===== config.mk =====
export PLATFORM = sky130hd
export DESIGN_NAME = uart_tx_ctrl
export DESIGN_NICKNAME = d
export VERILOG_FILES = /design/src/rtl/uart_tx_ctrl_pkg.sv /design/src/rtl/uart_tx_ctrl_fifo.sv /design/src/rtl/uart_tx_ctrl.sv
export SDC_FILE = /design/constraint.sdc
export NUM_CORES = 1
export LEC_CHECK = 0
export ABC_AREA = 1
export CAP_MARGIN = 40
export CORE_UTILIZATION = 35
export CTS_CLUSTER_DIAMETER = 30
export CTS_CLUSTER_SIZE = 24
export DETAILED_ROUTE_END_ITERATION = 7
export PLACE_DENSITY = 0.48
export RECOVER_POWER = 25
export SYNTH_ARGS = -nofsm -noshare
export SYNTH_HDL_FRONTEND = slang
export SYNTH_HIERARCHICAL = 1
export SYNTH_SLANG_ARGS = --single-unit

===== constraint.sdc =====
create_clock -name CLK -period 3.5 [get_ports CLK]
set_input_delay 0.875 -clock CLK [delete_from_list [all_inputs] [get_ports CLK]]
set_output_delay 0.875 -clock CLK [all_outputs]
set_load 0.01 [all_outputs]

===== src/rtl/uart_tx_ctrl_pkg.sv =====
// Shared definitions for the UART transmit controller: FSM states and default sizing.
package uart_tx_ctrl_pkg;

  localparam int unsigned DEF_CLKS_PER_BIT = 868;
  localparam int unsigned DEF_FIFO_DEPTH   = 16;
  localparam int unsigned DATA_W           = 8;

  typedef enum logic [1:0] {
    UART_IDLE,
    UART_START,
    UART_DATA,
    UART_STOP
  } uart_state_t;

endpackage


===== src/rtl/uart_tx_ctrl_fifo.sv =====
// Synchronous byte FIFO buffering store-path writes ahead of the serialiser.
module uart_tx_fifo
  import uart_tx_ctrl_pkg::*;
#(
  parameter int unsigned DEPTH = DEF_FIFO_DEPTH
) (
  input  logic                     clk,
  input  logic                     rst,
  input  logic                     push,
  input  logic                     pop,
  input  logic [DATA_W-1:0]        wdata,
  output logic [DATA_W-1:0]        head_c,
  output logic                     full,
  output logic                     empty,
  output logic [$clog2(DEPTH):0]   count
);

  localparam int unsigned PTR_W = $clog2(DEPTH);
  localparam int unsigned CNT_W = PTR_W + 1;

  logic [DATA_W-1:0] mem [DEPTH];
  logic [PTR_W-1:0]  wptr;
  logic [PTR_W-1:0]  rptr;
  logic [CNT_W-1:0]  count_d;
  logic              do_push;
  logic              do_pop;

  // A push into a full FIFO is taken only when the head leaves at the same edge.
  always_comb begin
    do_pop  = pop && !empty;
    do_push = push && (!full || do_pop);
    count_d = count;
    if (do_push && !do_pop) begin
      count_d = count + CNT_W'(1);
    end else if (!do_push && do_pop) begin
      count_d = count - CNT_W'(1);
    end
  end

  always_ff @(posedge clk) begin
    if (rst) begin
      wptr  <= '0;
      rptr  <= '0;
      count <= '0;
      full  <= 1'b0;
      empty <= 1'b1;
    end else begin
      if (do_push) wptr <= wptr + PTR_W'(1);
      if (do_pop)  rptr <= rptr + PTR_W'(1);
      count <= count_d;
      full  <= (count_d == CNT_W'(DEPTH));
      empty <= (count_d == '0);
    end
  end

  always_ff @(posedge clk) begin
    if (do_push) mem[wptr] <= wdata;
  end

  assign head_c = mem[rptr];

endmodule


===== src/rtl/uart_tx_ctrl.sv =====
// UART transmit controller: buffers single-cycle byte strobes and sends 8N1 frames.
module uart_tx_ctrl
  import uart_tx_ctrl_pkg::*;
#(
  parameter int unsigned CLKS_PER_BIT = DEF_CLKS_PER_BIT,
  parameter int unsigned FIFO_DEPTH   = DEF_FIFO_DEPTH
) (
  input  logic                          CLK,
  input  logic                          RST,
  input  logic                          uart_te,
  input  logic [7:0]                    uart_txd,
  input  logic                          ovf_clr,
  output logic                          tx,
  output logic                          busy,
  output logic                          fifo_full,
  output logic [$clog2(FIFO_DEPTH):0]   fifo_count,
  output logic                          ovf
);

  localparam int unsigned BAUD_W = (CLKS_PER_BIT > 1) ? $clog2(CLKS_PER_BIT) : 1;
  localparam logic [BAUD_W-1:0] BAUD_LOAD = BAUD_W'(CLKS_PER_BIT - 1);

  uart_state_t       state_q, state_d;
  logic [BAUD_W-1:0] baud_q, baud_d;
  logic [2:0]        idx_q, idx_d;
  logic [7:0]        shift_q, shift_d;
  logic              tx_d;
  logic              ovf_d;
  logic              pop_c;
  logic              fifo_empty;
  logic [7:0]        head_c;
  logic              bit_end;

  uart_tx_fifo #(.DEPTH(FIFO_DEPTH)) u_fifo (
    .clk    (CLK),
    .rst    (RST),
    .push   (uart_te),
    .pop    (pop_c),
    .wdata  (uart_txd),
    .head_c (head_c),
    .full   (fifo_full),
    .empty  (fifo_empty),
    .count  (fifo_count)
  );

  assign bit_end = (baud_q == '0);

  always_comb begin
    state_d = state_q;
    baud_d  = baud_q - BAUD_W'(1);
    idx_d   = idx_q;
    shift_d = shift_q;
    tx_d    = tx;
    pop_c   = 1'b0;
    case (state_q)
      UART_IDLE: begin
        tx_d   = 1'b1;
        baud_d = baud_q;
        if (!fifo_empty) begin
          pop_c   = 1'b1;
          shift_d = head_c;
          baud_d  = BAUD_LOAD;
          tx_d    = 1'b0;
          state_d = UART_START;
        end
      end
      UART_START: begin
        if (bit_end) begin
          tx_d    = shift_q[0];
          idx_d   = 3'd0;
          baud_d  = BAUD_LOAD;
          state_d = UART_DATA;
        end
      end
      UART_DATA: begin
        if (bit_end) begin
          baud_d = BAUD_LOAD;
          if (idx_q == 3'd7) begin
            tx_d    = 1'b1;
            state_d = UART_STOP;
          end else begin
            shift_d = shift_q >> 1;
            tx_d    = shift_q[1];
            idx_d   = idx_q + 3'd1;
          end
        end
      end
      UART_STOP: begin
        // Chain straight into the next start bit so queued bytes leave without a gap.
        if (bit_end) begin
          if (!fifo_empty) begin
            pop_c   = 1'b1;
            shift_d = head_c;
            baud_d  = BAUD_LOAD;
            tx_d    = 1'b0;
            state_d = UART_START;
          end else begin
            state_d = UART_IDLE;
          end
        end
      end
      default: state_d = UART_IDLE;
    endcase
  end

  // A dropped write outranks a same-cycle clear so the loss is never hidden.
  always_comb begin
    ovf_d = ovf;
    if (uart_te && fifo_full && !pop_c) begin
      ovf_d = 1'b1;
    end else if (ovf_clr) begin
      ovf_d = 1'b0;
    end
  end

  always_ff @(posedge CLK) begin
    if (RST) begin
      state_q <= UART_IDLE;
      baud_q  <= '0;
      idx_q   <= '0;
      shift_q <= '0;
      tx      <= 1'b1;
      ovf     <= 1'b0;
    end else begin
      state_q <= state_d;
      baud_q  <= baud_d;
      idx_q   <= idx_d;
      shift_q <= shift_d;
      tx      <= tx_d;
      ovf     <= ovf_d;
    end
  end

  assign busy = (state_q != UART_IDLE) || (fifo_count != '0);

endmodule


==> flow_metrics.env <==
export IMPL_grt_first_pass_wirelength_um=28300
export IMPL_max_slew_margin_rel_pct=43.4
export IMPL_yosys_area_share_xor_xnor_pct=0.807
export IMPL_synth_lib_cells_used_distinct=34
export IMPL_cell_type_with_the_largest_total_area_after_synthesis="sky130_fd_sc_hd__edfxtp_1"
export IMPL_cp_arrival_ns=3.02
export IMPL_drt_antenna_violating_nets=0
export IMPL_chipHeight_um=149
export IMPL_drv_max_cap_violation_count=0
export IMPL_setup_tns_final_ns=0
export IMPL_fp_dieW_um=149
export IMPL_cts_sink_count=172
export IMPL_cts_post_setup_buffers_inserted=0
export IMPL_synth_top_cells_by_area="sky130_fd_sc_hd__edfxtp_1, sky130_fd_sc_hd__dfxtp_1, sky130_fd_sc_hd__nor2_1"
export IMPL_hold_slack_ns=0.451
export IMPL_totalWireLength_um=18400
export IMPL_netlist_area_um2=7590
export IMPL_netlist_area_leader_share_pct=50.6
export IMPL_clockRootBuffer="sky130_fd_sc_hd__clkbuf_16"
export IMPL_worstPathRequired_ns=3.55
export IMPL_final_cells=1056
export IMPL_place_congestion=0.835
export IMPL_timing_critical_path_to_type="register"
export IMPL_cts_resized=0
export IMPL_post_synth_top_count_cell="sky130_fd_sc_hd__nor2_1"
export IMPL_cts_path_max_buffers=2
export IMPL_clock_skew_ns=0.0121
export IMPL_finalCritPeriodShare_pct=84.9
export IMPL_critPathLaunchType="register"
export IMPL_place_inst=1024
export IMPL_synth_mux_area_fraction_pct=0.791
export IMPL_setup_viol=0
export IMPL_antenna_found_initial=0
export IMPL_hold_path_class="reg -> reg"
export IMPL_detailedRoute_firstPassIterationCount=5
export IMPL_initialDrtViolationCount=415
export IMPL_cts_tree="done"
export IMPL_clock_latency_ns=0.42
export IMPL_drc_errors=0
export IMPL_initial_standard_cell_utilization_of_the_core_pct=35.9
export IMPL_timing_worst_setup_path_type="reg -> reg"
export IMPL_number_of_diodes=0
export IMPL_global_route_usage_total_pct=17.4
export IMPL_finalCoreUtilization_pct=40.7
export IMPL_timing_critical_path_fanout_max=8
export IMPL_route_vias_total=5334
export IMPL_total_number_of_placement_rows=53
export IMPL_synthSimpleGateAreaFrac_pct=17.5
export IMPL_outcome="finished clean"
export IMPL_layout_drive_gt1_share_pct=7.81
export IMPL_synth_top_family_by_area="simple AND/OR/NAND/NOR gates"
export IMPL_ys_warnings_count=6
export IMPL_grt_max_degree=65
export IMPL_synth_compound_area_share_pct=11.4
export IMPL_nNetsFinal=797
export IMPL_io_pin_count=21
export IMPL_synthCells=750
export IMPL_portBuffers=20
export IMPL_cts_inserted_buffers=17
export IMPL_routedWlPerCell_um=17.4
export IMPL_synth_edff_count=128
export IMPL_clkTransAtPathRegs_ns=0.07
export IMPL_static_leakage_power_uw=0.00306
export IMPL_syn_avg_cell_area_um2=10.1
export IMPL_report_final_hold_viol_count=0
export IMPL_holdBufCountCts=0
export IMPL_adder_and_majority_cell_fraction_of_the_synthesized_area_pct=2.80
export IMPL_postSynthRegisterBits=172
export IMPL_die_area_um2=22300
export IMPL_viasPerCell=5.05
export IMPL_rsz0062_at_grt="no"
export IMPL_drv_slew=0
export IMPL_flow_area_growth_from_synthesis_pct=13.2
export IMPL_synth_async_sr_flop_share_pct=0
export IMPL_power_density_nw_per_um2=750
export IMPL_dpl_hpwl_um=12600
export IMPL_ys_flop_type="sky130_fd_sc_hd__edfxtp_1"
export IMPL_synth_fp_nets=779
export IMPL_htree_num_levels=4
export IMPL_number_of_global_route_vias_before_repair=5091
export IMPL_worst_slew_pin_transition_ns=0.846
export IMPL_ys_seq_area_share_pct=62.2
export IMPL_max_freq_mhz=336
export IMPL_ys_top_cells_by_count="sky130_fd_sc_hd__nor2_1, sky130_fd_sc_hd__edfxtp_1, sky130_fd_sc_hd__nand2_1"
export IMPL_irDropWorstVdd_v=0.000367
export IMPL_floorplan_core_area_um2=21200
export IMPL_grt_overflow=0
export IMPL_timing_final_crit_period_ns=2.97
[through the flow]
stage / instance area [µm²] / setup WS (ns) / total power (µW)
after floorplan: 7590 / 1.12 / 4080
after global placement: 8030 / 0.610 / 4650
after detailed placement: 8060 / 0.549 / 4670
after CTS: 8630 / 0.534 / 6500
after global routing: 8600 / 0.276 / 6850
final: 8600 / 0.528 / 6450
[critical path: stages, from the launching register on]
cell	delay (ns)
sky130_fd_sc_hd__dfxtp_1	0.44
sky130_fd_sc_hd__ha_1	0.34
sky130_fd_sc_hd__inv_1	0.07
sky130_fd_sc_hd__nor2_1	0.13
sky130_fd_sc_hd__nand3_1	0.12
sky130_fd_sc_hd__nand2_1	0.07
sky130_fd_sc_hd__nand2_1	0.07
sky130_fd_sc_hd__inv_1	0.10
sky130_fd_sc_hd__inv_2	0.05
sky130_fd_sc_hd__nor2_4	0.19
sky130_fd_sc_hd__o21ai_2	0.12
sky130_fd_sc_hd__inv_2	0.11
sky130_fd_sc_hd__nand2_1	0.18
sky130_fd_sc_hd__nor2_1	0.61
[registers in the layout (all words and copies together) (netlist names), named ones only]
signal and count:
u_fifo/rptr 4, u_fifo/full 1, shift_q 8, idx_q 3, u_fifo/count 5, baud_q 10, tx 1, ovf 1
u_fifo/empty 1, u_fifo/wptr 4, state_q 2, u_fifo/mem 128
[final timing paths]
check / start / end / slack [ns] / depth (start not counted)
min: u_fifo/rptr[3]$_SDFFE_PP0P_ / u_fifo/rptr[3]$_SDFFE_PP0P_ / 0.45 / 1
min reg2reg: u_fifo/rptr[3]$_SDFFE_PP0P_ / u_fifo/rptr[3]$_SDFFE_PP0P_ / 0.45 / 1
max: state_q[0]$_SDFFE_PP0P_ / u_fifo/mem[4][5]$_DFFE_PP_ / 0.53 / 13
max reg2reg: state_q[0]$_SDFFE_PP0P_ / u_fifo/mem[4][5]$_DFFE_PP_ / 0.53 / 13
[logic make-up after synthesis]
| group | Yosys count |
|---|---|
| xor gates and xnor gates | 7 |
| buffers and inverters | 79 |
| adders and majority gates | 17 |
| muxes | 6 |
| AOI/OAI and AO/OA | 150 |
| and+or+nand+nor | 319 |
| DFF | 172 |
[per-layer routing]
metal / global-route usage [%] / part of all wire [%] / vias to the layer above
met2: 28.3 / 48 / 115
met4: 4.54 / 0.76 / 0
li1: - / - / 2609
met3: 3.67 / 4.2 / 11
met1: 23.6 / 47 / 2599
met5: 0 / 0 / -
[placed cells by master, fill, tap and decap left out, types with 4 or more instances in the layout]
master | Yosys | final
sky130_fd_sc_hd__nor2_1 | 167 | 167
sky130_fd_sc_hd__edfxtp_1 | 128 | 128
sky130_fd_sc_hd__nand2_1 | 92 | 92
sky130_fd_sc_hd__o21ai_0 | 55 | 55
sky130_fd_sc_hd__dfxtp_1 | 44 | 42
sky130_fd_sc_hd__inv_1 | 39 | 39
sky130_fd_sc_hd__nand3_1 | 37 | 37
sky130_fd_sc_hd__o21ai_1 | 37 | 37
sky130_fd_sc_hd__o211ai_1 | 33 | 33
sky130_fd_sc_hd__a21oi_1 | 20 | 20
sky130_fd_sc_hd__clkbuf_16 | 0 | 18
sky130_fd_sc_hd__ha_1 | 17 | 17
sky130_fd_sc_hd__clkdlybuf4s50_1 | 0 | 15
sky130_fd_sc_hd__inv_2 | 10 | 10
sky130_fd_sc_hd__xor2_1 | 7 | 7
sky130_fd_sc_hd__clkbuf_1 | 9 | 7
sky130_fd_sc_hd__mux2i_1 | 6 | 6
sky130_fd_sc_hd__nand4_1 | 5 | 5
sky130_fd_sc_hd__dlygate4sd3_1 | 0 | 5
sky130_fd_sc_hd__buf_4 | 3 | 5
sky130_fd_sc_hd__clkinv_2 | 0 | 4
[where the power goes]
group	switching (µW)	total [µW]	internal (µW)
logic	1330	2020	694
registers	223	2620	2390
clock network	770	1810	1040
total	2320	6450	4130
[area by class of cell]
| class | count | area, µm² |
|---|---|---|
| Fill cell | 2022 | 12600 |
| Sequential cell | 172 | 4730 |
| Multi-Input combinational cell | 499 | 2530 |
| Clock buffer | 23 | 479 |
| Tap cell | 275 | 344 |
| Timing Repair Buffer | 28 | 249 |
| Inverter | 50 | 190 |
| Clock inverter | 9 | 83.8 |
Note: power is estimated with default switching activity, not from simulation.
